`src/rtl/dm_access_unit_pkg.sv`:
```
// Shared encodings for the data-memory access stage.
// funct3 load/store size codes and the access FSM state type.
package dm_access_unit_pkg;

  localparam logic [2:0] F3_B  = 3'b000;
  localparam logic [2:0] F3_H  = 3'b001;
  localparam logic [2:0] F3_W  = 3'b010;
  localparam logic [2:0] F3_BU = 3'b100;
  localparam logic [2:0] F3_HU = 3'b101;

  typedef enum logic [1:0] {
    IDLE    = 2'd0,
    REQ     = 2'd1,
    WAIT_RD = 2'd2
  } dm_state_t;

endpackage

```
`src/rtl/dm_load_extend.sv`:
```
// Size/alignment decode, store lane replication and
// load lane extraction with sign/zero extension.
module dm_load_extend
  import dm_access_unit_pkg::*;
(
  input  logic [2:0]  funct3,
  input  logic [1:0]  addr_lo,
  input  logic        is_store,
  input  logic [31:0] st_raw,
  input  logic [2:0]  ld_funct3,
  input  logic [1:0]  ld_addr_lo,
  input  logic [31:0] rdata,
  output logic        legal,
  output logic        aligned,
  output logic [3:0]  be,
  output logic [31:0] st_data,
  output logic [31:0] ld_data
);

  logic [31:0] sh;

  // Request side: legality, alignment, lanes, store data.
  always_comb begin
    legal   = 1'b0;
    aligned = 1'b0;
    be      = 4'b0000;
    st_data = st_raw;
    case (funct3)
      F3_B, F3_BU: begin
        legal   = !is_store || (funct3 == F3_B);
        aligned = 1'b1;
        be      = 4'b0001 << addr_lo;
        st_data = {4{st_raw[7:0]}};
      end
      F3_H, F3_HU: begin
        legal   = !is_store || (funct3 == F3_H);
        aligned = !addr_lo[0];
        be      = 4'b0011 << addr_lo;
        st_data = {2{st_raw[15:0]}};
      end
      F3_W: begin
        legal   = 1'b1;
        aligned = (addr_lo == 2'b00);
        be      = 4'b1111;
      end
      default: ;
    endcase
  end

  // Response side: shift the addressed lane down, then extend.
  always_comb begin
    sh = rdata >> {ld_addr_lo, 3'b000};
    case (ld_funct3)
      F3_B:    ld_data = {{24{sh[7]}}, sh[7:0]};
      F3_BU:   ld_data = {24'h0, sh[7:0]};
      F3_H:    ld_data = {{16{sh[15]}}, sh[15:0]};
      F3_HU:   ld_data = {16'h0, sh[15:0]};
      default: ld_data = sh;
    endcase
  end

endmodule

```
`src/rtl/dm_access_unit.sv`:
```
// Data-memory access stage: one outstanding load/store,
// pipeline stall while busy, misalign and bus-timeout faults.
module dm_access_unit
  import dm_access_unit_pkg::*;
#(
  parameter int TIMEOUT_CYCLES = 16
) (
  input  logic        clk,
  input  logic        reset,
  input  logic        m_valid,
  input  logic [31:0] m_alu_y,
  input  logic [31:0] m_wdata,
  input  logic        m_mem_re,
  input  logic        m_mem_we,
  input  logic [2:0]  m_funct3,
  output logic        dmem_req,
  output logic        dmem_we,
  output logic [31:0] dmem_addr,
  output logic [3:0]  dmem_be,
  output logic [31:0] dmem_wdata,
  input  logic        dmem_gnt,
  input  logic        dmem_rvalid,
  input  logic [31:0] dmem_rdata,
  output logic        stall,
  output logic        done,
  output logic [31:0] load_data,
  output logic        fault_misaligned,
  output logic        fault_bus
);

  localparam int CW = $clog2(TIMEOUT_CYCLES + 1);
  localparam logic [CW-1:0] CNT_LAST = CW'(TIMEOUT_CYCLES - 1);

  dm_state_t   state, state_nx;
  logic [CW-1:0] cnt;
  logic [29:0] addr_q;
  logic [3:0]  be_q;
  logic [31:0] wdata_q;
  logic        we_q;
  logic [2:0]  f3_q;
  logic [1:0]  lo_q;

  logic        legal, aligned;
  logic [3:0]  be_c;
  logic [31:0] st_c, ld_c;
  logic        is_mem, one_op, accept, timeout;

  dm_load_extend u_ext (
    .funct3     (m_funct3),
    .addr_lo    (m_alu_y[1:0]),
    .is_store   (m_mem_we),
    .st_raw     (m_wdata),
    .ld_funct3  (f3_q),
    .ld_addr_lo (lo_q),
    .rdata      (dmem_rdata),
    .legal      (legal),
    .aligned    (aligned),
    .be         (be_c),
    .st_data    (st_c),
    .ld_data    (ld_c)
  );

  // Reset gates the inputs so outputs read zero while held.
  assign is_mem  = reset & m_valid & (m_mem_re | m_mem_we);
  assign one_op  = m_mem_re ^ m_mem_we;
  assign accept  = (state == IDLE) & is_mem & one_op
                 & legal & aligned;
  assign timeout = (cnt >= CNT_LAST);

  assign dmem_we    = dmem_req & we_q;
  assign dmem_addr  = dmem_req ? {addr_q, 2'b00} : '0;
  assign dmem_be    = dmem_req ? be_q : '0;
  assign dmem_wdata = dmem_req ? wdata_q : '0;

  // State register.
  always_ff @(posedge clk or negedge reset) begin
    if (!reset) state <= IDLE;
    else        state <= state_nx;
  end

  // Capture the request on acceptance; held until the next one.
  always_ff @(posedge clk or negedge reset) begin
    if (!reset) begin
      addr_q  <= '0;
      be_q    <= '0;
      wdata_q <= '0;
      we_q    <= 1'b0;
      f3_q    <= '0;
      lo_q    <= '0;
    end else if (accept) begin
      addr_q  <= m_alu_y[31:2];
      be_q    <= be_c;
      wdata_q <= m_mem_we ? st_c : '0;
      we_q    <= m_mem_we;
      f3_q    <= m_funct3;
      lo_q    <= m_alu_y[1:0];
    end
  end

  // Cycles spent waiting on the bus since acceptance.
  always_ff @(posedge clk or negedge reset) begin
    if (!reset)              cnt <= '0;
    else if (accept)         cnt <= '0;
    else if (state != IDLE)  cnt <= cnt + 1'b1;
  end

  // Next state, handshake, stall and fault pulses.
  always_comb begin
    state_nx         = state;
    dmem_req         = 1'b0;
    done             = 1'b0;
    stall            = 1'b0;
    load_data        = '0;
    fault_misaligned = 1'b0;
    fault_bus        = 1'b0;
    unique case (state)
      IDLE: begin
        if (accept) begin
          stall    = 1'b1;
          state_nx = REQ;
        end else if (is_mem) begin
          fault_misaligned = 1'b1;
        end
      end
      REQ: begin
        dmem_req = 1'b1;
        if (dmem_gnt) begin
          if (we_q) begin
            done     = 1'b1;
            state_nx = IDLE;
          end else begin
            stall    = 1'b1;
            state_nx = WAIT_RD;
          end
        end else if (timeout) begin
          fault_bus = 1'b1;
          state_nx  = IDLE;
        end else begin
          stall = 1'b1;
        end
      end
      WAIT_RD: begin
        if (dmem_rvalid) begin
          done      = 1'b1;
          load_data = ld_c;
          state_nx  = IDLE;
        end else if (timeout) begin
          fault_bus = 1'b1;
          state_nx  = IDLE;
        end else begin
          stall = 1'b1;
        end
      end
      default: state_nx = IDLE;
    endcase
  end

endmodule

```
`config.mk`:
```
export PLATFORM = sky130hd
export DESIGN_NAME = dm_access_unit
export DESIGN_NICKNAME = d
export VERILOG_FILES = /design/src/rtl/dm_access_unit_pkg.sv /design/src/rtl/dm_load_extend.sv /design/src/rtl/dm_access_unit.sv
export SDC_FILE = /design/constraint.sdc
export NUM_CORES = 1
export LEC_CHECK = 0
export BUFFER_PORTS_ARGS = -buffer_cell sky130_fd_sc_hd__buf_4
export CORE_ASPECT_RATIO = 1.75
export CORE_UTILIZATION = 50
export CTS_BUF_LIST = sky130_fd_sc_hd__clkbuf_8
export DETAILED_ROUTE_END_ITERATION = 12
export PLACE_DENSITY = 0.84
export SLEW_MARGIN = 40
export SYNTH_ARGS = -nofsm -noshare
export SYNTH_HDL_FRONTEND = slang
export SYNTH_SLANG_ARGS = --single-unit
export TNS_END_PERCENT = 1
```
`constraint.sdc`:
```
create_clock -name clk -period 6.2 [get_ports clk]
set_clock_uncertainty 0.05 [all_clocks]
set_input_delay 0.62 -clock clk [delete_from_list [all_inputs] [get_ports clk]]
set_output_delay 0.62 -clock clk [all_outputs]
set_load 0.02 [all_outputs]
```
==> summary.md, run 1 <==
| Metric | Value |
|---|---|
| Clock latency on the worst-skew pair | `0.35 ns` |
| N_diodes | `0` |
| Final GP Congestion | `0.965` |
| Final period util | `59.6%` |
| Pre-antenna DRT Iters | `5` |
| Fin crit period | `3.70 ns` |
| Lkg Pwr | `3.52 nW` |
| Starting DRT DRC Count | `246` |
| Crit path kind | `input port to output pin` |
| Final Max Tran Viols | `0` |
| Worst slew margin | `53.1%` |
| Simple-gate portion of the synthesized area | `31.2%` |
| CTS tree | `yes` |
| Unrepaired setup endpoints after global routing | `false` |
| Routed len/inst | `16.6 um` |
| Core area | `9150 um2` |
| Synth Area in Compound Gates | `10.9%` |
| Path category of the worst min-delay check | `input port to asynchronous set/reset pin` |
| Kind of end point of the critical path | `output pin` |
| Final wirelength | `14800 um` |
| Clock share of power | `19.2%` |
| Total GRT Usage | `29.4%` |
| Critical Path End | `stall` |
| Peak supply drop | `0.000190 V` |
| Outcome | `finished, final reports clean` |
| Fin nets | `881` |
| Pwr dens | `337 nW/um2` |
| Die area | `9980 um2` |
| Yosys reg bits | `79` |
| Sw frac | `39.3%` |
| Height of the die | `131 um` |
| Reg power frac | `39.3%` |
| R2r setup slk | `3.61 ns` |
| Startpoint types | `input port` |
| Vias per cell | `5.51` |
| Switching power | `0.000879 W` |
| Unique cell type count in the Yosys netlist | `46` |
| Total of max-cap violations | `0` |
| Layout cells sized above 1 | `30.7%` |
| Die Width | `75.9 um` |
| FF-to-FF End | `wdata_q[8]$_DFFE_PN0N_` |
| DRT antenna net count | `0` |
| First-pass GRT wire length | `23300 um` |
| Grt total ovfl | `0` |
| Clock transition at path regs | `0.08 ns` |
| Hold violation count in the final report | `0` |
| Register area share after synthesis | `41.3%` |
| Setup violations, final | `0` |
| Largest net degree at the start of global routing | `81` |
| Cells after Synth | `590` |
| # clock sinks | `79` |
| Combinational fraction of design power | `41.4%` |
| Slew @ Worst Pin | `0.704 ns` |
| Vias in the first global route | `4839` |
| Routed vias | `4924` |
| CTS Hold Bufs | `0` |
| DRC Markers | `0` |
| # Post-CTS Setup Buffers | `0` |
| Clk root buf | `clkbuf_8` |
| Fmax | `270 MHz` |
| Worst EP required | `5.53 ns` |
| CTS buffer count | `9` |
| Clk buf depth | `2` |
| # port buffers | `209` |
| HPWL Detailed | `11200 um` |
| Mux cell area share after synthesis | `9.49%` |
| CP max FO | `20` |
| Power after layout | `0.00224 W` |
| # resized after CTS | `0` |
| Largest family of logic cells by synthesized area | `simple AND/OR/NAND/NOR gates` |
| H-tree depth | `3` |
| Initial Util | `52.3%` |
| Number of flops mapped to enable cells by yosys | `0` |
| IO Pins | `212` |
| Synthesized area | `4780 um2` |
| Ys Warns | `0` |
| Post-Synthesis Mean Instance Area | `8.11 um2` |
| Initial antenna violation count | `0` |
| Ys async rst share | `100%` |
| Post-synth top flop | `dfrtp_1` |
| Critical path arrival | `3.03 ns` |
| Post-Synth Adder-Cell Area | `1.83%` |
| Synthesis-to-finish area growth | `38.7%` |
| Int Pwr | `0.00136 W` |
| RR Startpoint | `state[0]$_DFFE_PN0P_` |
| XOR/XNOR Fraction of Synth Area | `0.549%` |
| Worst reg2reg path depth | `6` |
| Setup TNS | `0 ns` |
| Critical Path Start | `m_mem_we` |
| FP Rows | `46` |
[worst max-delay path, stage by stage]
cell and delay, ns:
buf_4 0.19, clkinv_1 0.48, ha_1 0.38, and4b_1 0.36, o2111ai_4 0.34, buf_8 0.28
a31oi_1 0.19, buf_4 0.17
[per-layer routing]
metal | up-vias | track usage (%) | part of all wire (%)
met2 | 240 | 55.4 | 55
li1 | 2302 | - | -
met5 | - | 0 | 0
met3 | 44 | 4.93 | 5.9
met4 | 0 | 16.6 | 4.7
met1 | 2338 | 30.0 | 35
[layout by cell type, fill, tap and decap left out, drive strengths merged, types with 2 or more instances in the layout]
cell,instances
inv,7
xor2,2
and2,74
nand4b,2
dfrtp,79
nand4,2
a211oi,15
clkinv,3
o31ai,16
nor2b,12
bufinv,2
a21oi,12
clkbuf,9
ha,7
o22a,2
buf,213
o21ai,26
conb,2
nand3,17
o2bb2ai,2
nor2,19
mux2i,42
nand2,186
[state kept, by name, summed over array words and instances, names as in the netlist]
name and flops:
lo_q 2, addr_q 30, state 2, we_q 1, be_q 4, cnt 5
wdata_q 32, f3_q 3
[Yosys cell counts, types with 2 or more instances]
| library cell | count | share of area [%] |
|---|---|---|
| nand2_1 | 186 | 15 |
| dfrtp_1 | 79 | 41 |
| and2_1 | 74 | 9.7 |
| mux2i_1 | 42 | 8.8 |
| clkbuf_1 | 37 | 2.9 |
| o21ai_0 | 26 | 2.7 |
| nor2_1 | 19 | 1.5 |
| nand3_1 | 17 | 1.8 |
| o31ai_1 | 16 | 2.5 |
| a211oi_1 | 15 | 2.4 |
| a21oi_1 | 12 | 1.3 |
| nor2b_1 | 12 | 1.6 |
| ha_1 | 7 | 1.8 |
| inv_1 | 5 | 0.39 |
| buf_1 | 3 | 0.24 |
| buf_2 | 3 | 0.31 |
| buf_4 | 3 | 0.47 |
| nand4_1 | 2 | 0.26 |
| nand4b_1 | 2 | 0.37 |
| o22a_1 | 2 | 0.37 |
| o2bb2ai_1 | 2 | 0.37 |
| xor2_1 | 2 | 0.37 |
[layout make-up]
cell class                      count  area (um2)
Clock buffer                        9         124
Clock inverter                      7         105
Fill cell                         700        2520
Inverter                            6        22.5
Multi-Input combinational cell    459        2620
Sequential cell                    79        1980
Tap cell                          120         150
Timing Repair Buffer              213        1630
[logic make-up after synthesis]
logic type / Yosys count
XOR/XNOR: 3
buffers and inverters: 53
flip-flops: 79
adder cells (fa/ha/maj): 7
multiplexers: 44
AO/OA/AOI/OAI: 81
other: 1
AND/OR/NAND/NOR: 322
[power groups by stage]
stage                     combinational [W]  sequential (W)  clock, W
after floorplan                    0.000646        0.000811         0
after global placement             0.000879        0.000871         0
after detailed placement           0.000926        0.000883         0
after CTS                          0.000928        0.000875  0.000437
after global routing                0.00102        0.000904  0.000461
final                              0.000927        0.000879  0.000430
[worst min path at each step]
stage	startpoint	slack, ns	endpoint	depth (start not counted)
after detailed placement	be_q[1]$_DFFE_PN0N_	0.40	be_q[1]$_DFFE_PN0N_	2
after floorplan	reset	0.27	addr_q[0]$_DFFE_PN0N_	0
after CTS	reset	0.26	wdata_q[20]$_DFFE_PN0N_	1
after global placement	wdata_q[1]$_DFFE_PN0N_	0.40	wdata_q[1]$_DFFE_PN0N_	2
final	reset	0.24	wdata_q[20]$_DFFE_PN0N_	1
after global routing	reset	0.29	wdata_q[20]$_DFFE_PN0N_	1
[per-stage QoR]
step	cell area, um2	hold slack, ns	util [%]	worst slack [ns]	instances
2_1_floorplan	4790	0.274	-	2.77	591
3_3_place_gp	6340	0.396	69.3	2.56	875
3_5_place_dp	6400	0.400	69.9	2.56	877
4_1_cts	6630	0.264	72.5	2.57	893
5_1_grt	6630	0.286	72.5	2.40	893
6_report	6630	0.236	72.5	2.50	893
(Power assumes the default switching activity.)
==> inputs of run 2 (changes only) <==
--- a/config.mk
+++ b/config.mk
@@ -5,12 +5,13 @@
 export SDC_FILE = /design/constraint.sdc
 export NUM_CORES = 1
 export LEC_CHECK = 0
+export ABC_AREA = 1
 export BUFFER_PORTS_ARGS = -buffer_cell sky130_fd_sc_hd__buf_4
 export CORE_ASPECT_RATIO = 1.75
 export CORE_UTILIZATION = 50
 export CTS_BUF_LIST = sky130_fd_sc_hd__clkbuf_8
 export DETAILED_ROUTE_END_ITERATION = 12
-export PLACE_DENSITY = 0.84
+export PLACE_DENSITY = 0.83
 export SLEW_MARGIN = 40
 export SYNTH_ARGS = -nofsm -noshare
 export SYNTH_HDL_FRONTEND = slang
==> constraint.sdc (replaced) <==
create_clock -name clk -period 3.7 [get_ports clk]
set_clock_uncertainty 0.05 [all_clocks]
set_input_delay 0.37 -clock clk [delete_from_list [all_inputs] [get_ports clk]]
set_output_delay 0.37 -clock clk [all_outputs]
set_load 0.02 [all_outputs]
==> run 2 against run 1 <==
Effect of this change: largest cell class unchanged; sequential power is 50% higher; register-to-register slack worse by 2.5 ns; worst hold slack worse by 0.092 ns; total power is 64% higher.
==> summary.md, run 2 <==
| Metric | Value |
|---|---|
| Number of flops mapped to enable cells by yosys | `0 (unchanged)` |
| Fill count | `911 (+30%)` |
| Critical Path Start | `lo_q[1]$_DFFE_PN0N_` |
| Clk buf depth | `2 (unchanged)` |
| Cells after Synth | `795 (+35%)` |
| Ys Warns | `0 (unchanged)` |
| Fin nets | `1093 (+24%)` |
| FP Rows | `48 (+4.3%)` |
| Most frequent cells in the layout | `nand2_1 (388), buf_4 (214), inv_1 (110), dfrtp_1 (79), nor2_1 (38)` |
| Initial antenna violation count | `0 (unchanged)` |
| Vias in the first global route | `5199 (+7.4%)` |
| Setup ws final | `0.770 ns (-1.73 ns)` |
| Layout cells sized above 1 | `25.0% (-5.7 points)` |
| Unrepaired setup endpoints after global routing | `false` |
| Reg power frac | `36.1% (-3.2 points)` |
| Synthesized area | `5120 um2 (+7.1%)` |
| Synth cell count leaders | `nand2_1 (388), inv_1 (109), dfrtp_1 (79)` |
| Regs by FF count | `wdata_q: 32 flops, addr_q: 30 flops, cnt: 5 flops` |
| Peak supply drop | `0.000311 V (+64%)` |
| Dpl cell area | `6620 um2 (+3.4%)` |
| Kind of end point of the critical path | `output pin` |
| DRC Markers | `0 (unchanged)` |
| Critical path arrival | `2.51 ns (-0.52 ns)` |
| Routed vias | `5465 (+11%)` |
| Yosys reg bits | `79 (unchanged)` |
| Cell taking the most area after synthesis | `dfrtp_1` |
| Final Max Tran Viols | `0 (unchanged)` |
| Most numerous cell in the Yosys netlist | `nand2_1` |
| Sw frac | `44.0% (+4.7 points)` |
| Hold violation count in the final report | `0 (unchanged)` |
| Unique cell type count in the Yosys netlist | `33 (-28%)` |
| First-pass GRT wire length | `23400 um (+0.51%)` |
| Dpl ws | `1.15 ns (-1.41 ns)` |
| Initial Util | `51.7% (-0.59 points)` |
| Reg with most FFs | `wdata_q` |
| Outcome | `finished, final reports clean` |
| Largest cells by area after synthesis | `dfrtp_1 (39%), nand2_1 (28%), inv_1 (8.0%), nand3_1 (3.3%), nor2_1 (2.8%)` |
| Grt total ovfl | `0 (unchanged)` |
| Path category of the worst min-delay check | `input port to register` |
| Die area | `10700 um2 (+6.9%)` |
| Pwr dens | `538 nW/um2 (+60%)` |
| # port buffers | `209 (unchanged)` |
| Post-Synthesis Mean Instance Area | `6.44 um2 (-21%)` |
| RR Startpoint | `state[0]$_DFFE_PN0P_` |
| Synthesis-to-finish area growth | `32.9%` |
| Clock latency on the worst-skew pair | `0.35 ns (about the same)` |
| Post-synth top flop | `dfrtp_1` |
| Core area | `9910 um2 (+8.3%)` |
| Clk root buf | `clkbuf_8` |
| Routed len/inst | `12.8 um (-22%)` |
| # clock sinks | `79 (unchanged)` |
| Clock share of power | `15.7% (-3.5 points)` |
| Combinational fraction of design power | `48.2% (+6.8 points)` |
| Worst EP required | `3.28 ns (-2.25 ns)` |
| Height of the die | `136 um (+3.4%)` |
| Final GP Congestion | `0.873 (-9.5%)` |
| Final period util | `79.2%` |
| Vias per cell | `4.93 (-11%)` |
| Crit path kind | `register to output pin` |
| CTS buffer count | `9 (unchanged)` |
| Total of max-cap violations | `0 (unchanged)` |
| Int Pwr | `0.00205 W (+51%)` |
| Final wirelength | `14200 um (-3.7%)` |
| H-tree depth | `3 (unchanged)` |
| Worst slew margin | `52.2% (-0.88 points)` |
| Yosys top cell area share | `38.6% (-2.7 points)` |
| Clock transition at path regs | `0.09 ns (about the same)` |
| Max reg flops | `32 (unchanged)` |
| Switching power | `0.00161 W (+84%)` |
| Ys async rst share | `100% (unchanged)` |
| Finished Cell Area | `6810 um2 (+2.6%)` |
| Slew @ Worst Pin | `0.717 ns (+0.0133 ns)` |
| Die Width | `78.5 um (+3.4%)` |
| Startpoint types | `register` |
| IO Pins | `212 (unchanged)` |
| Starting DRT DRC Count | `238 (-3.3%)` |
| Commonest non-fill, non-tap cell in the layout | `nand2_1` |
| Fmax | `341 MHz` |
| HPWL Detailed | `10300 um (-7.9%)` |
| DRT antenna net count | `0 (unchanged)` |
| Setup TNS | `0 ns (unchanged)` |
| Min-Delay Startpoint | `m_alu_y[26]` |
| Total GRT Usage | `27.8% (-1.6 points)` |
| CP max FO | `31 (+55%)` |
| Setup violations, final | `0 (unchanged)` |
| Register area share after synthesis | `38.6% (-2.7 points)` |
| Largest net degree at the start of global routing | `65 (-20%)` |
| Lkg Pwr | `4.47 nW (+27%)` |
| Fin crit period | `2.93 ns` |
| Pre-antenna DRT Iters | `5 (unchanged)` |
| N_diodes | `0 (unchanged)` |
| CTS tree | `yes` |
[run 2: path summary, 6_finish.rpt]
path                                      endpoint  slack, ns  depth (start not counted)
max                                  load_data[30]       0.77                          7
min                         addr_q[24]$_DFFE_PN0N_       0.14                          3
max reg2reg                wdata_q[11]$_DFFE_PN0N_       1.15                         11
min reg2reg                 addr_q[27]$_DFFE_PN0N_       0.43                          2
max in group asynchronous  wdata_q[25]$_DFFE_PN0N_       2.39                          3
min in group asynchronous   wdata_q[4]$_DFFE_PN0N_       0.36                          2
[run 2: layout make-up]
cell class                 count  area (um2)  share of cell area [%]
inverter                     115         432                    6.34
clock inverter                 5        35.0                   0.515
clock buffer                  10         138                    2.02
multi-input combinational    559        2440                    35.9
timing repair buffer         216        1630                    23.9
tap                          125         156                    2.30
sequential                    79        1980                    29.0
[run 2: cell families (layout without fill, tap and decap cells)]
logic type      after synthesis  after routing  synth area share (%)
compound gates               74             74                  8.65
xor+xnor                      2              2                 0.342
fa+ha+maj                     7              7                  1.71
buf+inv                     158            346                  13.8
flops                        79             79                  38.6
other cells                   1              2                0.0732
simple gates                474            474                  36.8
[run 2: timing repair]
action	CTS	global route
buffers inserted	0	0
hold buffers	1	0
hold endpoints to repair	15	0
setup endpoints to repair	0	0
gates resized for setup	0	0
[run 2: per-layer routing]
metal  vias up  part of all wire, %  global-route usage [%]
li1       2756                    -                       -
met1      2490                   38                    31.9
met2       183                   53                    49.7
met3        36                  5.0                    3.89
met4         0                  3.4                    13.4
met5         -                    0                       0
[run 2: metrics by stage]
step                hold slack, ns  utilization [%]  total power (W)  cells
floorplan                   0.0244                -          0.00250    796
global placement             0.198             66.8          0.00305   1093
detailed placement           0.201             66.8          0.00310   1093
CTS                          0.138             68.7          0.00369   1109
global route                 0.150             68.7          0.00397   1109
finish                       0.144             68.7          0.00367   1109
[run 2: critical path: stages (launching register included)]
cell      delay [ns]
dfrtp_1         0.57
inv_2           0.47
nand3_1         0.23
nand3_4         0.19
nand2_2         0.08
o21bai_4        0.35
nor2_1          0.10
buf_4           0.17
[run 2: power by group through the flow]
stage / logic, W / registers, W / clock network [W]
4_1_cts: 0.00178 / 0.00132 / 0.000589
2_1_floorplan: 0.00124 / 0.00127 / 0
3_3_place_gp: 0.00172 / 0.00133 / 0
3_5_place_dp: 0.00176 / 0.00133 / 0
6_report: 0.00177 / 0.00132 / 0.000576
5_1_grt: 0.00198 / 0.00136 / 0.000626
